### config.mk
export PLATFORM = sky130hd
export DESIGN_NAME = pipe_ctrl
export DESIGN_NICKNAME = d
export VERILOG_FILES = /design/src/rtl/pipe_ctrl.sv
export SDC_FILE = /design/constraint.sdc
export NUM_CORES = 1
export LEC_CHECK = 0
export CAP_MARGIN = 10
export CORE_UTILIZATION = 41
export CTS_BUF_LIST = sky130_fd_sc_hd__clkbuf_16
export DETAILED_ROUTE_END_ITERATION = 16
export PLACE_DENSITY = 0.84
export REMOVE_ABC_BUFFERS = 1
export SLEW_MARGIN = 40
export SYNTH_ARGS = -nofsm -noshare
export SYNTH_HDL_FRONTEND = slang
export SYNTH_SLANG_ARGS = --single-unit
### constraint.sdc
create_clock -name clk_i -period 2 [get_ports clk_i]
set_input_delay 0.2 -clock clk_i [delete_from_list [all_inputs] [get_ports clk_i]]
set_output_delay 0.2 -clock clk_i [all_outputs]
set_load 0.01 [all_outputs]
### src/rtl/pipe_ctrl.sv
// -----------------------------------------------------------------------------
// pipe_ctrl -- hazard and memory-wait control for a 5-stage pipeline.
//
// Decides every cycle whether the front end advances, stalls for a load-use
// hazard, flushes a wrong-path fetch, or freezes completely while the data
// memory is busy. A memory access that never completes drives the block into
// a terminal FAULT state that only rst_i clears.
//
// Parameters
//   TIMEOUT        maximum MEM_WAIT cycles (wait counter value) before FAULT
//
// Ports
//   clk_i, rst_i   clock (rising edge) and asynchronous active-high reset
//   IDEX_MemRead_i load in EX        IDEX_Rt_i   its destination register
//   IFID_Rs_i      rs of ID instr    IFID_Rt_i   rt of ID instr
//   Branch_i       taken beq in ID   Jump_i      j in ID
//   MemReq_i       MEM stage access  MemAck_i    access completes this cycle
//   PCWrite_o      PC update enable  IFIDWrite_o IF/ID load enable
//   Bubble_o       insert nop in EX  Flush_o     clear IF/ID to nop
//   Freeze_o       hold all pipeline registers including PC
//   Fault_o        sticky memory-timeout indication
//   State_o        FSM state: 00 RUN, 01 MEM_WAIT, 10 FAULT
//
// Optional feature (macro PIPE_CTRL_PERF_EN)
//   StallCnt_o     saturating count of cycles with PCWrite_o=0
//   FlushCnt_o     saturating count of cycles with Flush_o=1
//
// Handshake: MemReq_i is a level held by the MEM stage until the cycle in
// which MemAck_i is high; that cycle completes the access and is not frozen.
// -----------------------------------------------------------------------------
module pipe_ctrl #(
  parameter logic [7:0] TIMEOUT = 8'd255
) (
  input  logic       clk_i,
  input  logic       rst_i,
  input  logic       IDEX_MemRead_i,
  input  logic [4:0] IDEX_Rt_i,
  input  logic [4:0] IFID_Rs_i,
  input  logic [4:0] IFID_Rt_i,
  input  logic       Branch_i,
  input  logic       Jump_i,
  input  logic       MemReq_i,
  input  logic       MemAck_i,
  output logic       PCWrite_o,
  output logic       IFIDWrite_o,
  output logic       Bubble_o,
  output logic       Flush_o,
  output logic       Freeze_o,
  output logic       Fault_o,
  output logic [1:0] State_o
`ifdef PIPE_CTRL_PERF_EN
  ,
  output logic [15:0] StallCnt_o,
  output logic [15:0] FlushCnt_o
`endif
);

  typedef enum logic [1:0] {
    RUN      = 2'b00,
    MEM_WAIT = 2'b01,
    FAULT    = 2'b10,
    ILLEGAL  = 2'b11
  } state_t;

  state_t     state;
  logic [7:0] wait_cnt;
  logic       load_use;

  // ---------------------------------------------------------------------------
  // Memory-wait FSM
  // ---------------------------------------------------------------------------
  always_ff @(posedge clk_i or posedge rst_i) begin
    if (rst_i) begin
      state    <= RUN;
      wait_cnt <= 8'd0;
    end else begin
      case (state)
        RUN: begin
          // A zero-wait access (req and ack together) never leaves RUN.
          if (MemReq_i && !MemAck_i) begin
            state    <= MEM_WAIT;
            wait_cnt <= 8'd0;
          end
        end
        MEM_WAIT: begin
          if (MemAck_i) begin
            state <= RUN;
          end else if (wait_cnt == TIMEOUT) begin
            state <= FAULT;
          end else if (wait_cnt != 8'hFF) begin
            // Saturating guard: the counter must never wrap.
            wait_cnt <= wait_cnt + 8'd1;
          end
        end
        FAULT: begin
          state <= FAULT;
        end
        default: begin
          state <= RUN;
        end
      endcase
    end
  end

  assign State_o = state;
  assign Fault_o = (state == FAULT);

  // ---------------------------------------------------------------------------
  // Freeze, hazard and flush decisions (combinational, priority ordered)
  // ---------------------------------------------------------------------------
  assign Freeze_o = ((state == RUN) && MemReq_i && !MemAck_i) ||
                    ((state == MEM_WAIT) && !MemAck_i) ||
                    (state == FAULT);

  assign load_use = IDEX_MemRead_i && (IDEX_Rt_i != 5'd0) &&
                    ((IDEX_Rt_i == IFID_Rs_i) || (IDEX_Rt_i == IFID_Rt_i));

  // A suppressed flush is deliberately not remembered: the branch/jump stays
  // in ID while stalled and re-asserts Branch_i/Jump_i once released.
  always_comb begin
    PCWrite_o   = 1'b1;
    IFIDWrite_o = 1'b1;
    Bubble_o    = 1'b0;
    Flush_o     = 1'b0;
    if (Freeze_o) begin
      PCWrite_o   = 1'b0;
      IFIDWrite_o = 1'b0;
    end else if (load_use) begin
      PCWrite_o   = 1'b0;
      IFIDWrite_o = 1'b0;
      Bubble_o    = 1'b1;
    end else if (Branch_i || Jump_i) begin
      Flush_o     = 1'b1;
    end
  end

`ifdef PIPE_CTRL_PERF_EN
  // ---------------------------------------------------------------------------
  // Performance counters, saturating at all-ones
  // ---------------------------------------------------------------------------
  always_ff @(posedge clk_i or posedge rst_i) begin
    if (rst_i) begin
      StallCnt_o <= 16'd0;
      FlushCnt_o <= 16'd0;
    end else begin
      if (!PCWrite_o && (StallCnt_o != 16'hFFFF)) begin
        StallCnt_o <= StallCnt_o + 16'd1;
      end
      if (Flush_o && (FlushCnt_o != 16'hFFFF)) begin
        FlushCnt_o <= FlushCnt_o + 16'd1;
      end
    end
  end
`endif

endmodule

==> impl_metrics.py <==
metrics = {
    "status": {
        "status": "completed",
    },
    "global_routing": {
        "track_usage": 0.230,
        "grt_max_degree": 11,
        "grt_overflow": 0,
        "grt_antenna_before_repair": 0,
        "grt_pass1_vias": 753,
        "grt_pass1_wl_um": 3280,
    },
    "die": {
        "initial_utilization": 0.450,
        "dieArea_um2": 1860,
        "rows": 14,
        "die_w_um": 43.2,
        "io_pins": 30,
        "core_um2": 1540,
        "die_h_um": 43.2,
    },
    "critical_path": {
        "critPathLaunchType": "input port",
        "arrival_ns": 1.73,
        "r2r-start": "State_o[1]$_DFFE_PP0P_",
        "path_delay_family": "buffers and inverters",
        "crit-reg2reg-capture": "wait_cnt[0]$_DFFE_PP0P_",
        "cp_num_buf_inv": 2,
        "critPathKind": "input port to output pin",
        "crit_slowest_cell": "or4_1",
        "slowest_delay_ns": 0.53,
        "crit_path_max_fanout": 3,
        "worstPathRequired_ns": 1.80,
        "reg2reg_depth": 4,
        "end_kind": "output pin",
        "r2r_slack_ns": 0.37,
        "crit_chain": "clkdlybuf4s50_1 > or4_1 > o21a_1 > a211oi_2 > buf_2",
    },
    "place": {
        "dp.cells": 128,
        "dpl_cell_area_um2": 1060,
        "io_buffers": 29,
        "gp_congestion": 0.794,
        "hpwl_um": 1480,
    },
    "route": {
        "routed_wl_um": 1990,
        "route.detailed.drc": 0,
        "firstDrtPassIters": 4,
        "viasPerCell": 5.43,
        "antenna_left": 0,
        "drtIter0Drc": 14,
        "vias": 717,
        "wl_per_cell_um": 15.0,
    },
    "cells_and_area": {
        "layout-drive-gt1-share": 0.181,
        "fillers": 113,
        "final_cell_area_um2": 1130,
        "num_antenna_cells": 0,
        "area_growth_pct": 62.9,
        "fin_nets": 140,
        "fin_cells": 132,
    },
    "power": {
        "p_per_area_nw_per_um2": 894,
        "power.leakage_uw": 0.000489,
        "vdd_drop_max_uv": 721,
    },
    "yosys": {
        "netlist_instances": 76,
        "synthFlopType": "dfrtp_1",
        "yosysWarningCount": 0,
        "avgSynthCellArea_um2": 9.14,
        "synthArstFlopShare": 1.00,
        "synth_edf_count": 0,
        "yosysSeqAreaShare": 0.360,
        "ys_seq_elements": 10,
        "synth.distinct_cells": 32,
        "netlist_area_um2": 694,
    },
    "min_path": {
        "hp-class": "input port to asynchronous set/reset pin",
    },
    "timing": {
        "worstMarginPinSlew_ns": 0.441,
        "worst_clock_skew_ns": 0.00198,
        "max_freq_ghz": 0.518,
        "finalCritPeriodShare": 0.965,
        "post-route-min-period_ns": 1.93,
        "setup_violations": 0,
        "finalMaxSlewViolations": 0,
        "maxSlewHeadroom": 0.703,
        "hold_viol": 0,
        "rsz0062_at_grt": "no",
    },
    "cts": {
        "htreeDepth": 1,
        "clock-sinks": 10,
        "clkTransAtPathRegs_ns": 0.04,
        "clk-insertion-delay-late_ns": 0.23,
        "numCtsBuffers": 3,
        "cts_tree": "built",
        "cts_root_buf": "clkbuf_16",
        "clockBufferDepth": 2,
    },
    "job": {
        "cap_violations": 0,
    },
}
-- cell usage after synthesis, types with 2 or more instances --
cell type	n	area, um2
and3_1	2	12.5
inv_1	4	15.0
o21ai_0	3	15.0
nand4_1	2	12.5
a21oi_1	3	15.0
nor2_1	4	15.0
mux2i_1	2	20.0
nand2_1	7	26.3
a211oi_1	3	22.5
xnor2_1	10	87.6
o21a_1	2	15.0
dfrtp_1	10	250
nand3_1	5	25.0
-- layout by cell type, fill, tap and decap left out, types with 2 or more instances in the layout --
| master | instances |
|---|---|
| dfrtp_1 | 10 |
| a21oi_1 | 2 |
| xnor2_1 | 10 |
| clkdlybuf4s50_1 | 25 |
| mux2i_1 | 2 |
| nand3_1 | 5 |
| buf_2 | 3 |
| nor2_1 | 4 |
| inv_1 | 4 |
| o21ai_0 | 3 |
| nand4_1 | 2 |
| o21a_1 | 2 |
| a211oi_1 | 2 |
| and3_1 | 2 |
| buf_4 | 8 |
| nand2_1 | 7 |
| clkbuf_16 | 3 |
-- cell type report --
| cell class | count | area [um2] | share of cell area |
|---|---|---|---|
| inverters | 4 | 15.0 | 0.0133 |
| repair buffers | 37 | 330 | 0.292 |
| well taps | 16 | 20.0 | 0.0177 |
| multi-input cells | 61 | 437 | 0.386 |
| flip-flops and latches | 10 | 250 | 0.221 |
| clock buffers | 3 | 75.1 | 0.0664 |
| clock inverters | 1 | 3.75 | 0.00332 |
-- state kept, by name, indices dropped and copies added (netlist names) --
| register | cells |
|---|---|
| wait_cnt | 8 |
| State_o | 2 |
-- how the worst max path moves through the flow --
stage	from	endpoint	slack [ns]	cells past startpoint
finish	IDEX_Rt_i[1]	Flush_o	0.07	5
global route	IDEX_Rt_i[1]	Flush_o	0.04	5
CTS	IDEX_Rt_i[1]	Bubble_o	0.004	5
detailed placement	IDEX_Rt_i[1]	Flush_o	-0.38	5
global placement	IDEX_Rt_i[1]	Flush_o	-0.31	5
floorplan	State_o[1]$_DFFE_PP0P_	wait_cnt[0]$_DFFE_PP0P_	0.49	3
-- kinds of logic (layout without fill, tap and decap cells) --
logic type | count (synthesis) | in the layout | share of synthesized area
and+or+nand+nor | 31 | 31 | 0.268
muxes | 2 | 2 | 0.0288
xor gates and xnor gates | 11 | 11 | 0.139
DFF | 10 | 10 | 0.360
AOI/OAI and AO/OA | 16 | 16 | 0.153
buffers and inverters | 5 | 45 | 0.0324
adders and majority gates | 1 | 1 | 0.0180
-- routing by layer --
metal	share of wire	wire length (um)	up-vias	track usage
li1	-	-	359	-
met1	0.40	800	341	0.266
met2	0.56	1120	17	0.454
met3	0.033	66	0	0.00851
met4	0	0	0	0.0545
met5	0	0	-	0
-- report_power, final --
group,leakage (uW),internal (uW),switching (uW)
sequential,0.000137,229,27.1
combinational,0.000314,221,182
clock,0.0000385,262,90.8
-- through the flow --
| step | power (uW) | TNS, ns | utilization | hold WS, ns | setup slack [ns] |
|---|---|---|---|---|---|
| global route | 1060 | 0 | 0.734 | 0.302 | 0.0351 |
| detailed placement | 679 | -1.20 | 0.686 | 0.492 | -0.383 |
| CTS | 1030 | 0 | 0.745 | 0.281 | 0.00445 |
| finish | 1010 | 0 | 0.734 | 0.270 | 0.0707 |
| global placement | 663 | -1.00 | 0.686 | 0.490 | -0.310 |
| floorplan | 426 | 0 | - | 0.0402 | 0.486 |
-- worst register-to-register path: stages (launching register included) --
cell and delay, ns:
dfrtp_1 0.39, buf_4 0.17, or4b_2 0.75, nand3_1 0.11
o21ai_0 0.08
-- what timing repair did --
| action | CTS | global route |
|---|---|---|
| hold buffers | 0 | 0 |
| pin swaps | 1 | 2 |
| gates resized for setup | 15 | 3 |
| setup endpoints to repair | 4 | 3 |
| setup buffers | 0 | 0 |
Note: power is estimated with default switching activity, not from simulation.
